File: src/rtl/pin_lockout.sv
// Attempt limiter in front of a PIN checker: gates submits, counts failed
// attempts, imposes timed lockouts and latches a permanent block with alarm.
module pin_lockout #(
  parameter int unsigned MAX_TRIES    = 3,
  parameter int unsigned LOCK_CYCLES  = 16,
  parameter int unsigned MAX_LOCKOUTS = 2
) (
  input  logic       clk,
  input  logic       reset,
  input  logic       submit_in,
  input  logic       correct,
  input  logic       incorrect,
  output logic       submit_out,
  output logic       granted,
  output logic       locked,
  output logic       alarm,
  output logic [1:0] tries_left,
  output logic [7:0] lock_remaining
);

  localparam int unsigned TRIES_W = 2;
  localparam int unsigned REM_W   = 8;
  localparam int unsigned LKO_W   = 2;

  localparam logic [TRIES_W-1:0] TRIES_INIT = TRIES_W'(MAX_TRIES);
  localparam logic [REM_W-1:0]   LOCK_INIT  = REM_W'(LOCK_CYCLES);
  localparam logic [LKO_W-1:0]   LKO_LIMIT  = LKO_W'(MAX_LOCKOUTS);

  typedef enum logic [1:0] {
    ARMED   = 2'd0,
    GRANTED = 2'd1,
    LOCKED  = 2'd2,
    BLOCKED = 2'd3
  } state_t;

  state_t             state;
  logic               primed;
  logic               cor_q;
  logic               inc_q;
  logic [LKO_W-1:0]   lockouts;
  logic               cor_rise;
  logic               inc_rise;
  logic [LKO_W-1:0]   lockouts_inc;

  // primed stays low for the first edge after reset so inputs already high
  // at release are captured into the edge registers without firing.
  assign cor_rise     = primed & correct & ~cor_q;
  assign inc_rise     = primed & incorrect & ~inc_q;
  assign lockouts_inc = lockouts + LKO_W'(1);

  assign submit_out = submit_in & (state == ARMED);

  always_ff @(posedge clk or negedge reset) begin
    if (!reset) begin
      state          <= ARMED;
      primed         <= 1'b0;
      cor_q          <= 1'b0;
      inc_q          <= 1'b0;
      lockouts       <= '0;
      granted        <= 1'b0;
      locked         <= 1'b0;
      alarm          <= 1'b0;
      tries_left     <= TRIES_INIT;
      lock_remaining <= '0;
    end else begin
      primed <= 1'b1;
      cor_q  <= correct;
      inc_q  <= incorrect;

      case (state)
        ARMED: begin
          // Failure wins over a simultaneous success.
          if (inc_rise) begin
            if (tries_left <= TRIES_W'(1)) begin
              lockouts <= lockouts_inc;
              locked   <= 1'b1;
              if (lockouts_inc == LKO_LIMIT) begin
                state          <= BLOCKED;
                alarm          <= 1'b1;
                tries_left     <= '0;
                lock_remaining <= '0;
              end else begin
                state          <= LOCKED;
                lock_remaining <= LOCK_INIT;
              end
            end else begin
              tries_left <= tries_left - TRIES_W'(1);
            end
          end else if (cor_rise) begin
            state      <= GRANTED;
            granted    <= 1'b1;
            tries_left <= TRIES_INIT;
            lockouts   <= '0;
          end
        end

        GRANTED: begin
          if (submit_in) begin
            state   <= ARMED;
            granted <= 1'b0;
          end
        end

        LOCKED: begin
          if (lock_remaining <= REM_W'(1)) begin
            state          <= ARMED;
            locked         <= 1'b0;
            lock_remaining <= '0;
            tries_left     <= TRIES_INIT;
          end else begin
            lock_remaining <= lock_remaining - REM_W'(1);
          end
        end

        BLOCKED: begin
          locked         <= 1'b1;
          alarm          <= 1'b1;
          tries_left     <= '0;
          lock_remaining <= '0;
        end

        default: begin
          state <= ARMED;
        end
      endcase
    end
  end

endmodule

File: config.mk
export PLATFORM = sky130hd
export DESIGN_NAME = pin_lockout
export DESIGN_NICKNAME = d
export VERILOG_FILES = /design/src/rtl/pin_lockout.sv
export SDC_FILE = /design/constraint.sdc
export NUM_CORES = 1
export LEC_CHECK = 0
export ABC_AREA = 1
export BUFFER_PORTS_ARGS = -buffer_cell sky130_fd_sc_hd__buf_2
export CORE_UTILIZATION = 30
export DETAILED_ROUTE_END_ITERATION = 16
export SETUP_SLACK_MARGIN = 0.3
export SLEW_MARGIN = 20
export SYNTH_ARGS = -nofsm -noshare
export SYNTH_HDL_FRONTEND = slang
export SYNTH_SLANG_ARGS = --single-unit
File: constraint.sdc
create_clock -name clk -period 1.35 [get_ports clk]
set_input_delay 0.405 -clock clk [delete_from_list [all_inputs] [get_ports clk]]
set_output_delay 0.405 -clock clk [all_outputs]
set_load 0.02 [all_outputs]
==> results.toml, run 1 <==
[finish]
n_antenna_cell = 0
area_growth_pct = 75.1
post_layout_nonfiller_instances = 277
nNetsFinal = 242
drive_gt1_share_pct = 55.5
final_core_util_pct = 56.2

[floorplan]
fp.dieH_um = 65.3
initial_core_util_pct = 32.1
die_width_um = 65.3
rows = 22
pin_count = 19
dieArea_um2 = 4260
core_area_um2 = 3740

[yosys]
synthTopCellsByCount = "nand2_1 (46), nor2_1 (36), inv_1 (21), dfrtp_1 (18), nand3_1 (8)"
netlist_instances = 167
ys_warn_count = 0
synth_top_cell_by_area = "dfrtp_1"
yosysMostFrequentCell = "nand2_1"
syn-cell-area_um2 = 1200
ys_seq_area_share_pct = 41.9
synth_ff_type = "dfrtp_1"
syn-num-nets = 179
synth_enable_flop_cells = 0
async_reset_ff_share_pct = 100
ys_ff_latch = 20
yosysTopAreaCellShare_pct = 37.5
synth.distinct_cells = 23
synth_area_leaders = "dfrtp_1 (38%), nand2_1 (14%), nor2_1 (11%)"
avgSynthCellArea_um2 = 7.19

[worst_setup_path]
crit_top_cell = "inv_2"
crit_fanout = 3
required_ps = 950
reg2regPathDepth = 10
r2r-start = "state[1]$_DFFE_PN0P_"
end_kind = "output pin"
arrival_ps = 1110
r2r_slack_ps = -140
worstSetupStartpointType = "register"
rr_endpoint = "lock_remaining[1]$_DFFE_PN0P_"
max_stage_delay_ps = 400
crit_chain = "inv_2, ha_4, nand2_2, inv_2, buf_6"
crit_slowest_cell = "dfrtp_1"
path_class = "reg2out"

[status]
status = "complete, but fails checks"
failed_checks = "setup timing"

[route]
dr.pass1.iters = 4
finalWirelength_mm = 3.33
drtIter0Drc = 55
vias = 1286
drc = 0
wire_per_inst_um = 12.0
via_per_inst = 4.64
final_antenna_net_count = 0

[global_route]
grt_overflow = 0
grt_pass1_wl_mm = 5.72
antenna_found_initial = 0
grt_max_degree = 21
grt_use_total_pct = 17.8
grt_pass1_vias = 1321

[timing]
fin_crit_ps = 1510
maxSlewViolCount = 0
setup_viol = 19
clock_skew_ps = 1.33
fin_crit_sh_pct = 112
hold_viol_final = 0
fmax_mhz = 662
setup_ws_ps = -161
rsz0062_at_grt = "yes"
holdWs_ps = 80.1

[clock_tree]
clk_pin_slew_ps = 80
clockBufferDepth = 2
clkLatencyLatePin_ps = 270
root_buffer = "clkbuf_8"
tritoncts = "yes"
cts_made_buffers = 3
postCtsHoldBufs = 0
clock_sinks = 20
cts_htree_levels = 1

[pwr]
leakage_nw = 1.00
power_w = 0.00545
peakVddDrop_v = 0.00155
power_density_nw_per_um2 = 2590

[worst_hold_path]
hp-class = "in2async"

[flow_run]
cap_violations = 0

[placement]
port_buffers = 18
place_inst = 251
gp_congestion = 0.829
dp_hpwl_mm = 2.03
==> through the flow <==
stage / TNS, ps / worst slack (ps) / cell area (µm²)
after floorplan: -71.9 / -27.1 / 1250
after global placement: -490 / -85.1 / 1540
after detailed placement: -578 / -102 / 1540
after CTS: -1020 / -126 / 1980
after global routing: -2730 / -202 / 2100
final: -1330 / -161 / 2100
==> registers in the layout (all words and copies together), names as in the netlist, 2 cells and up <==
signal and flops:
lock_remaining 8, lockouts 2, state 2, tries_left 2
==> routing by layer <==
metal	wire length [µm]	track usage (%)	part of all wire (%)	up-vias
li1	-	-	-	639
met2	1780	32.9	53	30
met4	86	8.70	2.6	0
met3	155	4.69	4.7	12
met1	1310	18.4	39	605
met5	0	0	0	-
==> placed cells by master, fill, tap and decap left out, drive strengths merged <==
cell	instances
buf	58
nand2	50
nor2	39
inv	21
dfrtp	18
o21ai	10
nand3	9
ha	7
clkbuf	4
a21oi	3
nor3	2
dfstp	2
clkinv	1
o21bai	1
or2	1
o22ai	1
nand4	1
conb	1
==> worst max path at each step <==
stage | from | endpoint | slack [ps] | depth (start not counted)
finish | state[1]$_DFFE_PN0P_ | submit_out | -160 | 5
global route | state[1]$_DFFE_PN0P_ | lock_remaining[1]$_DFFE_PN0P_ | -200 | 10
detailed placement | state[0]$_DFFE_PN0P_ | locked$_DFFE_PN0P_ | -100 | 10
floorplan | lock_remaining[0]$_DFFE_PN0P_ | state[0]$_DFFE_PN0P_ | -30 | 9
global placement | state[0]$_DFFE_PN0P_ | locked$_DFFE_PN0P_ | -90 | 10
CTS | state[0]$_DFFE_PN0P_ | submit_out | -130 | 5
==> worst max-delay path: cells and delay by family, from the launching register on <==
kind | cells | cell delay (ps)
DFF | 1 | 400
buffers and inverters | 3 | 240
adders and majority gates | 1 | 150
and+or+nand+nor | 1 | 50
==> cells by family (layout without fill, tap and decap cells) <==
logic type	Yosys count	after routing	synth area share [%]
adders and majority gates	7	7	7.29
other	1	1	0.312
DFF	20	20	41.9
buffers and inverters	22	84	7.08
AOI/OAI and AO/OA	15	15	6.88
and+or+nand+nor	102	102	36.6
==> where the power goes <==
part	leakage [nW]	total [W]	internal, W	switching [W]
combinational	0.731	0.00394	0.00187	0.00207
sequential	0.242	0.00103	0.000841	0.000189
clock	0.0288	0.000486	0.000261	0.000225
==> repair_timing <==
action,4_1_cts,5_1_grt
pin swaps,21,15
buffers inserted,16,6
resized for setup,76,19
setup endpoints to repair,31,31
==> layout make-up <==
cell class	count	area [µm²]
Inverter	22	105
Sequential cell	20	505
Fill cell	361	1640
Clock buffer	4	55.1
Tap cell	48	60.1
Multi-Input combinational cell	125	866
Timing Repair Buffer	58	512
Note: power is estimated with default switching activity, not from simulation.
==> run 2, diff against run 1 <==
ABC_AREA = not set   (was 1)
==> run 2 against run 1 <==
  * The flow still finishes with violations (setup timing)
  * Cell area up 0.48%
  * Clock-buffer cell count is the same
  * Die area down 2.1%
  * Clock power decreased by 3%
  * Global-route usage grew 0.41 points
  * Clock skew about the same
  * Worst setup slack got worse by 230 ps
  * Highest routed layer unchanged
==> results.toml, run 2 <==
[pwr]
sw_frac_of_total_pct = 38.5
power_density_nw_per_um2 = 2160
pwr-share-comb_pct = 70.4
p_clk_share_pct = 10.3
p_int_w = 0.00280
seq_power_share_pct = 19.3
peakVddDrop_v = 0.000909
leakage_nw = 0.954
switchingPower_w = 0.00176

[finish]
post_layout_nonfiller_instances = 239
final_core_util_pct = 56.9
drive_gt1_share_pct = 62.8
n_antenna_cell = 0
multiInputGateArea_um2 = 779
largest_reg_flops = 8
mostFrequentLayoutCells = "buf_6 (35), buf_4 (35), dfrtp_1 (12)"
area_growth_pct = 79.9
nNetsFinal = 204
regMostFlops = "lock_remaining"
register_area_um2 = 510
fillCellCount = 322

[worst_setup_path]
crit_fanout = 6
crit_chain = "or3_4, o41ai_4, buf_6, nand4b_1, mux2_4"
cp.buffers_inverters = 1
r2r_slack_ps = -390
r2r-start = "lock_remaining[6]$_DFFE_PN0P_"
reg2regPathDepth = 5
worstSetupStartpointType = "register"
arrival_ps = 1930
path_delay_family = "simple AND/OR/NAND/NOR gates"
path_class = "reg2reg"
end_kind = "register"
rr_endpoint = "tries_left[0]$_DFFE_PN1P_"
crit_slowest_cell = "dfrtp_2"
required_ps = 1540
max_stage_delay_ps = 410

[global_route]
grt_pass1_vias = 1327
grt_max_degree = 21
grt_overflow = 0
antenna_found_initial = 0
grt_pass1_wl_mm = 5.91
grt_use_total_pct = 18.2

[yosys]
synth_ff_type = "dfrtp_1"
synth_area_leaders = "dfrtp_1 (38%), ha_1 (7.5%), dfstp_2 (4.5%)"
syn-num-nets = 127
yosysMostFrequentCell = "dfrtp_1"
avgSynthCellArea_um2 = 10.2
async_reset_ff_share_pct = 100
ys_warn_count = 0
netlist_instances = 115
ys_seq_area_share_pct = 42.8
synth_top_cell_by_area = "dfrtp_1"
synth_enable_flop_cells = 0
synthTopCellsByCount = "dfrtp_1 (18), o21ai_0 (9)"
syn-cell-area_um2 = 1170
yosysTopAreaCellShare_pct = 38.3
ys_ff_latch = 20
synth.distinct_cells = 42

[floorplan]
pin_count = 19
die_width_um = 64.6
core_area_um2 = 3720
fp.dieH_um = 64.6
rows = 22
dieArea_um2 = 4170
initial_core_util_pct = 31.6

[route]
vias = 1199
drtIter0Drc = 33
via_per_inst = 5.02
finalWirelength_mm = 3.44
dr.pass1.iters = 4
wire_per_inst_um = 14.4
final_antenna_net_count = 0
drc = 0

[timing]
setup_viol = 17
fin_crit_ps = 1740
tns_ps = -4670
setup_ws_ps = -390
fin_crit_sh_pct = 129
maxSlewViolCount = 0
clock_skew_ps = 1.64
fmax_mhz = 575
hold_viol_final = 0
rsz0062_at_grt = "yes"

[clock_tree]
cts_made_buffers = 3
root_buffer = "clkbuf_8"
tritoncts = "yes"
cts_htree_levels = 1
clk_pin_slew_ps = 80
clkLatencyLatePin_ps = 260
clock_sinks = 20
clockBufferDepth = 2

[status]
status = "complete, but fails checks"
failed_checks = "setup timing"

[flow_run]
cap_violations = 0

[placement]
port_buffers = 18
pre_cts_ws_ps = -476
gp_congestion = 0.843
place_inst = 219
dp_hpwl_mm = 2.42

[worst_hold_path]
hp-class = "in2async"
run 2: changes by cell type after synthesis, sizes merged, moves of 6 or more:
cell / change
nand2: -43
nor2: -32
inv: -15
a22o: +6
nand3: -6
run 2: routing by layer:
layer / track usage (%) / vias up / share of wire [%]
li1: - / 575 / -
met1: 19.6 / 596 / 41
met2: 34.7 / 24 / 55
met3: 4.23 / 4 / 2.9
met4: 5.56 / 0 / 0.87
met5: 0 / - / 0
run 2: cell families (layout without fill, tap and decap cells):
| family | Yosys count | in the layout | synth area share [%] |
|---|---|---|---|
| other cells | 1 | 1 | 0.319 |
| buf+inv | 9 | 85 | 3.83 |
| simple gates | 39 | 39 | 19.7 |
| mux | 4 | 4 | 4.05 |
| flops | 20 | 20 | 42.8 |
| compound gates | 35 | 35 | 21.8 |
| fa+ha+maj | 7 | 7 | 7.45 |
run 2: timing repair:
action                     CTS  global route
setup endpoints to repair   31            31
pin swaps                   11             1
gates resized for setup     66            10
setup buffers               12             4
hold buffers                 0             0
run 2: layout make-up:
type | instances | area share (%)
Inverter | 7 | 1.48
Clock buffer | 4 | 2.61
Sequential cell | 20 | 24.2
Tap cell | 48 | 2.84
Timing Repair Buffer | 74 | 32.0
Multi-Input combinational cell | 86 | 36.9
run 2: worst max-delay path by stage:
stage	from	endpoint	slack (ps)	cells after the start
2_1_floorplan	lock_remaining[6]$_DFFE_PN0P_	state[1]$_DFFE_PN0P_	-420	4
3_3_place_gp	lock_remaining[1]$_DFFE_PN0P_	tries_left[0]$_DFFE_PN1P_	-440	6
3_5_place_dp	lock_remaining[1]$_DFFE_PN0P_	state[1]$_DFFE_PN0P_	-480	6
4_1_cts	lock_remaining[0]$_DFFE_PN0P_	tries_left[0]$_DFFE_PN1P_	-390	7
5_1_grt	lock_remaining[0]$_DFFE_PN0P_	tries_left[0]$_DFFE_PN1P_	-440	7
6_report	lock_remaining[6]$_DFFE_PN0P_	tries_left[0]$_DFFE_PN1P_	-390	5
run 2: power by group through the flow:
stage | sequential (W) | combinational (W) | clock [W]
floorplan | 0.00105 | 0.00119 | 0
finish | 0.000881 | 0.00321 | 0.000469
global route | 0.000893 | 0.00345 | 0.000506
detailed placement | 0.000887 | 0.00233 | 0
global placement | 0.000882 | 0.00226 | 0
CTS | 0.000885 | 0.00306 | 0.000482
run 2: stage by stage:
stage | cell area [µm²] | hold WS (ps) | power (W)
2_1_floorplan | 1240 | 109 | 0.00224
3_3_place_gp | 1670 | 380 | 0.00314
3_5_place_dp | 1670 | 390 | 0.00321
4_1_cts | 2050 | 99.3 | 0.00443
5_1_grt | 2110 | 124 | 0.00485
6_report | 2110 | 90.1 | 0.00456
==> run 3, diff against run 2 <==
CTS_BUF_LIST = sky130_fd_sc_hd__clkbuf_4   (was not set)
==> run 3 against run 2 <==
  * The flow still finishes with violations (setup timing)
  * Clock skew grew 8.6 ps
  * Worst setup slack lost 36 ps
  * Sequential power is essentially flat
  * First-iteration DRC count shrank 18%
  * Die area is the same
  * Fmax shrank 2.0%
  * Hold slack lost 60 ps
  * Clock-buffer cell count shrank 1
  * Register-to-register slack lost 40 ps
  * Critical path type unchanged
==> results.toml, run 3 (synthesized netlist as in run 2, its figures left out) <==
[status]
status = "complete, but fails checks"
failed_checks = "setup timing"

[floorplan]
die_width_um = 64.6
pin_count = 19
initial_core_util_pct = 31.6
rows = 22
fp.dieH_um = 64.6
dieArea_um2 = 4170
core_area_um2 = 3720

[pwr]
sw_frac_of_total_pct = 39.8
peakVddDrop_v = 0.000981
leakage_nw = 0.942
pwr-share-comb_pct = 72.7
seq_power_share_pct = 20.3
switchingPower_w = 0.00173
power_density_nw_per_um2 = 2090
power_w = 0.00435
p_clk_share_pct = 6.9
p_int_w = 0.00262

[finish]
area_growth_pct = 77.1
final_core_util_pct = 56.0
register_area_um2 = 510
layout_commonest_cell = "buf_4"
mostFrequentLayoutCells = "buf_4 (36), buf_6 (34), dfrtp_1 (12)"
fillCellCount = 333
regMostFlops = "lock_remaining"
n_antenna_cell = 0
drive_gt1_share_pct = 62.3
largest_reg_flops = 8
nNetsFinal = 204
multiInputGateArea_um2 = 779

[route]
via_per_inst = 5.02
finalWirelength_mm = 3.42
drtIter0Drc = 27
wire_per_inst_um = 14.3
vias = 1199
dr.pass1.iters = 4
drc = 0
final_antenna_net_count = 0

[flow_run]
cap_violations = 0

[clock_tree]
root_buffer = "clkbuf_4"
postCtsHoldBufs = 0
cts_made_buffers = 3
clkLatencyLatePin_ps = 310
cts_htree_levels = 1
tritoncts = "yes"
clock_sinks = 20
clockBufferDepth = 2
clk_pin_slew_ps = 120

[timing]
holdWs_ps = 30.0
maxSlewViolCount = 0
setup_viol = 24
fin_crit_ps = 1780
setup_ws_ps = -426
clock_skew_ps = 10.3
rsz0062_at_grt = "yes"
fmax_mhz = 563
hold_viol_final = 0
fin_crit_sh_pct = 132

[worst_setup_path]
path_class = "reg2reg"
arrival_ps = 1990
r2r_slack_ps = -430
crit_fanout = 6
worstSetupStartpointType = "register"
end_kind = "register"
required_ps = 1560

[placement]
gp_congestion = 0.843
pre_cts_ws_ps = -476
port_buffers = 18
dp_hpwl_mm = 2.42

[global_route]
antenna_found_initial = 0
grt_max_degree = 21
grt_overflow = 0
grt_use_total_pct = 18.1
grt_pass1_wl_mm = 5.87
grt_pass1_vias = 1316

[worst_hold_path]
hp-class = "in2async"
-- run 3: critical path, stage by stage, from the launching register on --
cell,delay (ps)
dfrtp_2,420
or3_4,400
o41ai_4,230
buf_6,180
nand4_4,110
mux2_4,320
-- run 3: area by class of cell --
class / instances / share of cell area [%]
multi-input combinational: 86 / 37.5
timing repair buffer: 74 / 32.4
sequential: 20 / 24.5
tap: 48 / 2.89
inverter: 7 / 1.50
clock buffer: 3 / 1.08
clock inverter: 1 / 0.180
-- run 3: final timing paths --
kind / start / end / cells past startpoint
max in group asynchronous: reset / tries_left[0]$_DFFE_PN1P_ / 1
hold reg to reg: alarm$_DFFE_PN0P_ / alarm$_DFFE_PN0P_ / 2
hold / removal: reset / lock_remaining[3]$_DFFE_PN0P_ / 1
min in group clk: correct / cor_q$_DFF_PN0_ / 1
setup / recovery: lock_remaining[6]$_DFFE_PN0P_ / state[1]$_DFFE_PN0P_ / 5
setup reg to reg: lock_remaining[6]$_DFFE_PN0P_ / state[1]$_DFFE_PN0P_ / 5
-- run 3: per-layer routing --
metal	GRT usage (%)	vias to the layer above	wire length, µm
li1	-	573	-
met1	19.3	599	1410
met2	34.6	23	1870
met3	4.75	4	109
met4	4.72	0	35
met5	0	-	0
-- run 3: what timing repair did --
action	4_1_cts	5_1_grt
pin swaps	10	3
setup endpoints to repair	31	31
buffers inserted	12	4
resized for setup	64	11
-- run 3: power by group through the flow --
stage | clock (W) | combinational, W | sequential [W]
global route | 0.000340 | 0.00340 | 0.000895
finish | 0.000302 | 0.00316 | 0.000884
detailed placement | 0 | 0.00233 | 0.000887
global placement | 0 | 0.00226 | 0.000882
CTS | 0.000310 | 0.00297 | 0.000890
floorplan | 0 | 0.00119 | 0.00105
-- run 3: per-stage QoR --
stage / setup TNS, ps / cells / area (µm²)
CTS: -5420 / 235 / 2010
global route: -6740 / 239 / 2080
global placement: -4870 / 219 / 1670
floorplan: -4200 / 115 / 1240
detailed placement: -5450 / 219 / 1670
finish: -5630 / 239 / 2080
